### src/rtl/uart_tx_buffered_if.sv
// Byte-push side of the buffered UART transmitter: the core drives wr_data/wr_en,
// the transmitter reports occupancy and the serial line.
interface uart_tx_buffered_if #(
  parameter int FIFO_DEPTH_LOG2 = 3
);
  logic [7:0]               wr_data;
  logic                     wr_en;
  logic                     full;
  logic                     busy;
  logic [FIFO_DEPTH_LOG2:0] count;
  logic                     txd;

  modport master (output wr_data, wr_en, input full, busy, count, txd);
  modport slave  (input wr_data, wr_en, output full, busy, count, txd);
endinterface

### src/rtl/uart_tx_buffered.sv
// Buffered 8N1 UART transmitter: a small circular FIFO feeding a START/DATA/STOP
// serialiser. full is the core's stall; txd is a registered, idle-high line.
module uart_tx_buffered #(
  parameter int CLK_PER_HALF_BIT = 520,
  parameter int FIFO_DEPTH_LOG2  = 3
) (
  input logic          clk,
  input logic          rstn,
  uart_tx_buffered_if.slave bus
);
  localparam int DEPTH    = 2 ** FIFO_DEPTH_LOG2;
  localparam int BIT_CLKS = 2 * CLK_PER_HALF_BIT;
  localparam int BAUD_W   = (BIT_CLKS > 2) ? $clog2(BIT_CLKS) : 1;
  localparam int CNT_W    = FIFO_DEPTH_LOG2 + 1;
  localparam logic [BAUD_W-1:0] BAUD_LAST = BAUD_W'(BIT_CLKS - 1);
  localparam logic [CNT_W-1:0]  DEPTH_CNT = CNT_W'(DEPTH);

  typedef enum logic [1:0] {IDLE, START, DATA, STOP} state_t;

  state_t                     state;
  logic [7:0]                 mem [DEPTH];
  logic [FIFO_DEPTH_LOG2-1:0] rd_ptr;
  logic [FIFO_DEPTH_LOG2-1:0] wr_ptr;
  logic [CNT_W-1:0]           count;
  logic [7:0]                 shift;
  logic [2:0]                 bit_idx;
  logic [BAUD_W-1:0]          baud;
  logic                       txd_q;
  logic                       push;
  logic                       pop;
  logic                       bit_done;

  assign bit_done = (baud == BAUD_LAST);
  // full comes from the registered count, so a same-cycle pop never frees room for this write
  assign push     = bus.wr_en & (count != DEPTH_CNT);
  assign pop      = (count != '0) & ((state == IDLE) | ((state == STOP) & bit_done));

  always_ff @(posedge clk) begin
    if (!rstn) begin
      rd_ptr <= '0;
      wr_ptr <= '0;
      count  <= '0;
    end else begin
      if (push) wr_ptr <= wr_ptr + FIFO_DEPTH_LOG2'(1);
      if (pop)  rd_ptr <= rd_ptr + FIFO_DEPTH_LOG2'(1);
      if (push & ~pop)      count <= count + CNT_W'(1);
      else if (pop & ~push) count <= count - CNT_W'(1);
    end
  end

  always_ff @(posedge clk) begin
    if (push) mem[wr_ptr] <= bus.wr_data;
  end

  // txd reflects the state held during the previous cycle, so every bit is
  // exactly one bit period on the line and frames chain with no gap.
  always_ff @(posedge clk) begin
    if (!rstn) begin
      state   <= IDLE;
      baud    <= '0;
      bit_idx <= '0;
      shift   <= '0;
      txd_q   <= 1'b1;
    end else begin
      case (state)
        IDLE: begin
          txd_q <= 1'b1;
          baud  <= '0;
          if (pop) begin
            shift <= mem[rd_ptr];
            state <= START;
          end
        end
        START: begin
          txd_q <= 1'b0;
          if (bit_done) begin
            baud    <= '0;
            bit_idx <= '0;
            state   <= DATA;
          end else begin
            baud <= baud + BAUD_W'(1);
          end
        end
        DATA: begin
          txd_q <= shift[0];
          if (bit_done) begin
            baud  <= '0;
            shift <= {1'b0, shift[7:1]};
            if (bit_idx == 3'd7) state <= STOP;
            else                 bit_idx <= bit_idx + 3'd1;
          end else begin
            baud <= baud + BAUD_W'(1);
          end
        end
        STOP: begin
          txd_q <= 1'b1;
          if (bit_done) begin
            baud <= '0;
            if (pop) begin
              shift <= mem[rd_ptr];
              state <= START;
            end else begin
              state <= IDLE;
            end
          end else begin
            baud <= baud + BAUD_W'(1);
          end
        end
        default: state <= IDLE;
      endcase
    end
  end

  assign bus.full  = (count == DEPTH_CNT);
  assign bus.count = count;
  assign bus.busy  = (state != IDLE) | (count != '0);
  assign bus.txd   = txd_q;
endmodule

### src/flat_wrapper.sv
// flat-port wrapper written by rule: the top's interface ports become plain ports
module uart_tx_buffered_flat 
#(
  parameter int CLK_PER_HALF_BIT = 520,
  parameter int FIFO_DEPTH_LOG2  = 3
)
  (clk, rstn, bus_wr_data, bus_wr_en, bus_full, bus_busy, bus_count, bus_txd);
  uart_tx_buffered_if #(.FIFO_DEPTH_LOG2(FIFO_DEPTH_LOG2)) bus_i ();
  input logic clk;
  input logic rstn;
  input wire logic [$bits(bus_i.wr_data)-1:0] bus_wr_data;
  input wire logic [$bits(bus_i.wr_en)-1:0] bus_wr_en;
  output wire logic [$bits(bus_i.full)-1:0] bus_full;
  output wire logic [$bits(bus_i.busy)-1:0] bus_busy;
  output wire logic [$bits(bus_i.count)-1:0] bus_count;
  output wire logic [$bits(bus_i.txd)-1:0] bus_txd;
  assign bus_i.wr_data = bus_wr_data;
  assign bus_i.wr_en = bus_wr_en;
  assign bus_full = bus_i.full;
  assign bus_busy = bus_i.busy;
  assign bus_count = bus_i.count;
  assign bus_txd = bus_i.txd;
  uart_tx_buffered #(.CLK_PER_HALF_BIT(CLK_PER_HALF_BIT), .FIFO_DEPTH_LOG2(FIFO_DEPTH_LOG2)) u_core (.clk(clk), .rstn(rstn), .bus(bus_i));
endmodule
### config.mk
export PLATFORM = sky130hd
export DESIGN_NAME = uart_tx_buffered_flat
export DESIGN_NICKNAME = d
export VERILOG_FILES = /design/src/rtl/uart_tx_buffered_if.sv /design/src/rtl/uart_tx_buffered.sv /design/src/flat_wrapper.sv
export SDC_FILE = /design/constraint.sdc
export NUM_CORES = 1
export LEC_CHECK = 0
export ABC_CLOCK_PERIOD_IN_PS = 2680
export BUFFER_PORTS_ARGS = -buffer_cell sky130_fd_sc_hd__buf_2
export CAP_MARGIN = 25
export CELL_PAD_IN_SITES_DETAIL_PLACEMENT = 2
export CELL_PAD_IN_SITES_GLOBAL_PLACEMENT = 2
export CORE_ASPECT_RATIO = 2
export CORE_UTILIZATION = 40
export CTS_CLUSTER_SIZE = 24
export DETAILED_ROUTE_END_ITERATION = 10
export PLACE_DENSITY_LB_ADDON = 0.1
export SLEW_MARGIN = 0
export SYNTH_ARGS = -nofsm -noshare
export SYNTH_HDL_FRONTEND = slang
export SYNTH_SLANG_ARGS = --single-unit
### constraint.sdc
create_clock -name clk -period 2.68 [get_ports clk]
set_clock_uncertainty 0.05 [all_clocks]
set_input_delay 0.536 -clock clk [delete_from_list [all_inputs] [get_ports clk]]
set_output_delay 0.536 -clock clk [all_outputs]
set_load 0.03 [all_outputs]
# After elaboration in Yosys (flattened, before gate mapping)
# Memories as Yosys holds them, arrays and structs flattened. A register that Yosys moved wholly into a read port is not among the register bits.
# Cells that the tools add are included.
# W data, S select, Z words.
# word_totals
register_bits	35
ramBits	64
in_bits	11
output_inout_bits	7
wordCells	72
n_memories	1
# classes
addsub	6
eq_ne	13
mux	24
bitwise_logic	9
n_reduce_logical	11
# memory_table
memory	depth	word_bits	rd	rd_clocked_by_memory_dff	write_ports	line_no	text
u_core.mem	8	8	1	1	1	uart_tx_buffered.sv:21	logic [7:0] mem [DEPTH];
# op_table
op	n
$mux W8	3
$pmux W8 S3	1
$pmux W11 S2	1
$mux W3	5
$add A11 B1 Y11 const B	1
$eq A11 B11 Y1 const B	1
$mux W11	1
$mux W2	5
$ne A2 B1 Y1 const B	5
$add A3 B1 Y3 const B	3
$mux W4	2
$pmux W2 S4	1
$pmux W3 S2	1
$reduce_bool A2 Y1	3
$and A1 B1 Y1	5
$reduce_and A5 Y1	1
$add A4 B1 Y4 const B	1
$eq A2 B2 Y1 const B	2
$eq A4 B4 Y1 const B	1
$ne A4 B4 Y1 const B	1
$reduce_and A4 Y1	1
$reduce_bool A4 Y1	1
$sub A4 B1 Y4 const B	1
$eq A3 B3 Y1 const B	1
11 further kinds	15

# Logic depth before layout (Yosys ltp)
# depth
depth_word	7
depth_mapped	12
depth_no_buf	11

# Worst setup path before layout
# No wires, ideal clock.
# synth_timing
path_kind	flip-flop to flip-flop
start	register u_core.count[3] (netlist: u_core.bus.count[3])
end	register u_core.count[3] (netlist: u_core.bus.count[3])
setup_ns	0.072
arrival_ns	2.585
required_time_ns	2.558
setup_slack_ns	-0.027
path_stages_with_launch	11
n_path_buf	0
period_less_slack_ns	2.707
path_cell_list	dfxtp_1 or4b_1 nand2_1 inv_2 ha_1 inv_1 ha_1 a21o_1 a21oi_1 mux2i_1 mux2i_1
# synth_between
elab_chain_len	5
word_cells_on_any_way	13
cone_classes	add/sub (2); eq/ne (1); mux (2); bitwise (6); reduce/logical (2)
# synth_rtl
item	line_no	text
from (decl)	uart_tx_buffered.sv:24	logic [CNT_W-1:0] count;
from (signal assigned)	uart_tx_buffered.sv:46	if (push & ~pop) count <= count + CNT_W'(1);
from (signal assigned)	uart_tx_buffered.sv:47	else if (pop & ~push) count <= count - CNT_W'(1);
$ne A4 B4 Y1 *	uart_tx_buffered.sv:35	assign push = bus.wr_en & (count != DEPTH_CNT);
$and A1 B1 Y1 *	uart_tx_buffered.sv:35	
net u_core.push	uart_tx_buffered.sv:29	logic push;
$not A1 Y1	uart_tx_buffered.sv:47	
$and A1 B1 Y1	uart_tx_buffered.sv:47	
$reduce_bool A2 Y1 (no source line)	-	
# The timed path passes the listed nets; every way through them passes the cells marked *. The select of a mux whose other input is x is not followed.
# A chain may end at the register's enable or synchronous reset.

# Worst setup path in the final report
# layout_timing
start	register u_core.count[0] (netlist: u_core.bus.count[0])
end	register u_core.count[3] (netlist: u_core.bus.count[3])
# layout_between
elab_chain_len	5
word_cells_on_any_way	13
cone_classes	add/sub (2); eq/ne (1); mux (2); bitwise (6); reduce/logical (2)
# layout_rtl
item
parallel branches: the longest is 5 deep, another holds $sub A4 B1 Y4
# Parallel ways; which one is timed is not known. The select of a mux whose other input is x is not followed.

==> results.sh <==
export IMPL_status="completed"
export IMPL_timing_fmax_mhz=395
export IMPL_path_clk_slew_ns=0.07
export IMPL_initial_utilization_pct=41.5
export IMPL_critical_path_endpoint_type="register"
export IMPL_crit_path_cell_trace="buf_4 > or4_4 > nand2_2 > ha_2 > inv_2 > ha_1 > a21o_1 > a21oi_2 > mux2i_1 > mux2i_1"
export IMPL_hp_class="register to register"
export IMPL_synth_area_per_cell_sq_um=13.9
export IMPL_seq_area_frac_synth_pct=61.3
export IMPL_post_drt_wl_per_cell_microns=20.4
export IMPL_tightest_slew_ns=0.960
export IMPL_ys_warn_count=0
export IMPL_leakage_nw=1.80
export IMPL_hold_viol=0
export IMPL_wl_microns=10100
export IMPL_grt_pass1_wl_microns=16200
export IMPL_drcViolationCount=0
export IMPL_tritoncts="built"
export IMPL_cap_viol_max_count=0
export IMPL_pre_cts_slack_ns=-0.0184
export IMPL_insertion_delay_ns=0.34
export IMPL_vdd_drop_max_mv=0.597
export IMPL_totalNegativeSetupSlack_ns=0
export IMPL_synth_edf_count=64
export IMPL_die_area_sq_um=11400
export IMPL_crit_family="simple AND/OR/NAND/NOR gates"
export IMPL_drv_slew=0
export IMPL_numPortBuffers=17
export IMPL_gp_congestion=0.744
export IMPL_synth_fp_nets=341
export IMPL_cp_slowest_stage_delay_ns=0.51
export IMPL_drt_iter0_drc=88
export IMPL_finalCriticalPeriod_ns=2.53
export IMPL_max_slew_margin_pct=35.8
export IMPL_antenna_left=0
export IMPL_area_delta_synth_final_pct=16.8
export IMPL_vias=2641
export IMPL_cts_root_buf="clkbuf_16"
export IMPL_row_count=53
export IMPL_clock_sinks=102
export IMPL_power_mw=4.88
export IMPL_synth_seq_cells=102
export IMPL_dp_hpwl_microns=7290
export IMPL_post_route_period_util_pct=94.6
export IMPL_htreeDepth=3
export IMPL_critical_path_class="register to register"
export IMPL_pin_count=18
export IMPL_critPathMaxFanout=4
export IMPL_synth_cells=315
export IMPL_gr_total_overflow=0
export IMPL_setup_viol=0
export IMPL_first_global_vias=3015
export IMPL_clock_path_buffers=2
export IMPL_netlist_area_sq_um=4380
export IMPL_timing_critical_path_required_ns=2.89
export IMPL_slowest_stage="or4_4"
export IMPL_antenna_found_initial=0
export IMPL_powerDensity_nw_per_um2=955
export IMPL_critPathArrivalTime_ns=2.75
export IMPL_cts_made_buffers=9
export IMPL_synth_cell_types=54
export IMPL_die_w_microns=76.0
export IMPL_antenna_cells=0
export IMPL_async_reset_ff_share_pct=0
export IMPL_nets=377
export IMPL_viasPerCell=5.36
export IMPL_gr_usage_all_layers_pct=19.4
export IMPL_grt_max_degree=19
export IMPL_cpMostUsedCell="mux2i_1"
export IMPL_ys_flop_type="edfxtp_1"
export IMPL_detail_route_first_pass_iterations=4
export IMPL_drive_above_1_share_pct=27.2
export IMPL_dieHeight_microns=150
export IMPL_startpoint_type="register"
export IMPL_cp_num_buf_inv=2
export IMPL_core_sq_um=10500
export IMPL_holdWs_ns=0.404
export IMPL_final_util_pct=48.5
export IMPL_fin_ws_ns=0.145
[power breakdown]
group          internal, mW  switching, mW
clock network         0.833          0.591
logic                 0.656          0.851
registers              1.84          0.109
total                  3.33           1.55
[path summary, 6_finish.rpt]
path | start | to | slack [ns] | depth (start not counted)
max reg2reg | u_core.bus.count[0] | u_core.bus.count[3] | 0.15 | 10
min | u_core.baud[0] | u_core.baud[0] | 0.40 | 1
max | u_core.bus.count[0] | u_core.bus.count[3] | 0.15 | 10
min reg2reg | u_core.baud[0] | u_core.baud[0] | 0.40 | 1
[flip-flops by register name (all words and copies together), names as in the netlist, 2 cells and up, named ones only]
signal,cells
u_core.mem,64
u_core.baud,11
u_core.shift,8
u_core.bus.count,4
u_core.state,2
u_core.bit_idx,3
u_core.wr_ptr,3
u_core.rd_ptr,3
[layout make-up]
| class | count | area (sq um) |
|---|---|---|
| clock buffers | 9 | 225 |
| clock inverters | 7 | 106 |
| fillers | 994 | 5430 |
| inverters | 17 | 63.8 |
| multi-input cells | 182 | 1600 |
| flip-flops and latches | 102 | 2700 |
| well taps | 137 | 171 |
| repair buffers | 39 | 250 |
[repair_timing]
item / in CTS / in global routing
setup endpoints to repair: 1 / 1
buffers inserted: 0 / 2
hold buffers: 0 / 0
pin swaps: 0 / 4
gates resized for setup: 4 / 11
[routing by layer]
layer  part of all wire (%)  wire [microns]  track usage [%]
met5                      0               0                0
met4                    1.4             144             7.21
met3                    1.4             138             2.26
met2                     60            6070             40.3
met1                     37            3700             19.0
[cell usage after synthesis, types with 7 or more instances]
library cell | instances | area (sq um)
o22ai_1 | 7 | 43.8
o2111ai_1 | 8 | 70.1
nand2_1 | 22 | 82.6
dfxtp_1 | 38 | 761
o32ai_1 | 7 | 61.3
inv_1 | 15 | 56.3
ha_1 | 14 | 175
mux4_2 | 16 | 360
xor2_1 | 8 | 70.1
mux2i_1 | 8 | 80.1
edfxtp_1 | 64 | 1920
nor2_1 | 24 | 90.1
[per-stage QoR]
step | instance area (sq um) | cells
global placement | 4730 | 475
CTS | 5070 | 491
finish | 5110 | 493
global route | 5110 | 493
floorplan | 4380 | 315
detailed placement | 4730 | 475
[placed cells by master (no fill, tap or decap), drive strengths merged, types with 9 or more instances in the layout]
| cell | n |
|---|---|
| dfxtp | 38 |
| ha | 14 |
| edfxtp | 64 |
| inv | 18 |
| clkbuf | 9 |
| nor2 | 24 |
| o2111ai | 9 |
| mux4 | 16 |
| buf | 39 |
| nand2 | 22 |
[cell families after synthesis]
| kind of cell | count (synthesis) | share of synthesized area, % |
|---|---|---|
| compound gates | 46 | 8.21 |
| xor+xnor | 13 | 2.60 |
| fa+ha+maj | 15 | 4.46 |
| buf+inv | 31 | 2.89 |
| flops | 102 | 61.3 |
| mux | 24 | 10.1 |
| simple gates | 84 | 10.5 |
(Power assumes the default switching activity.)
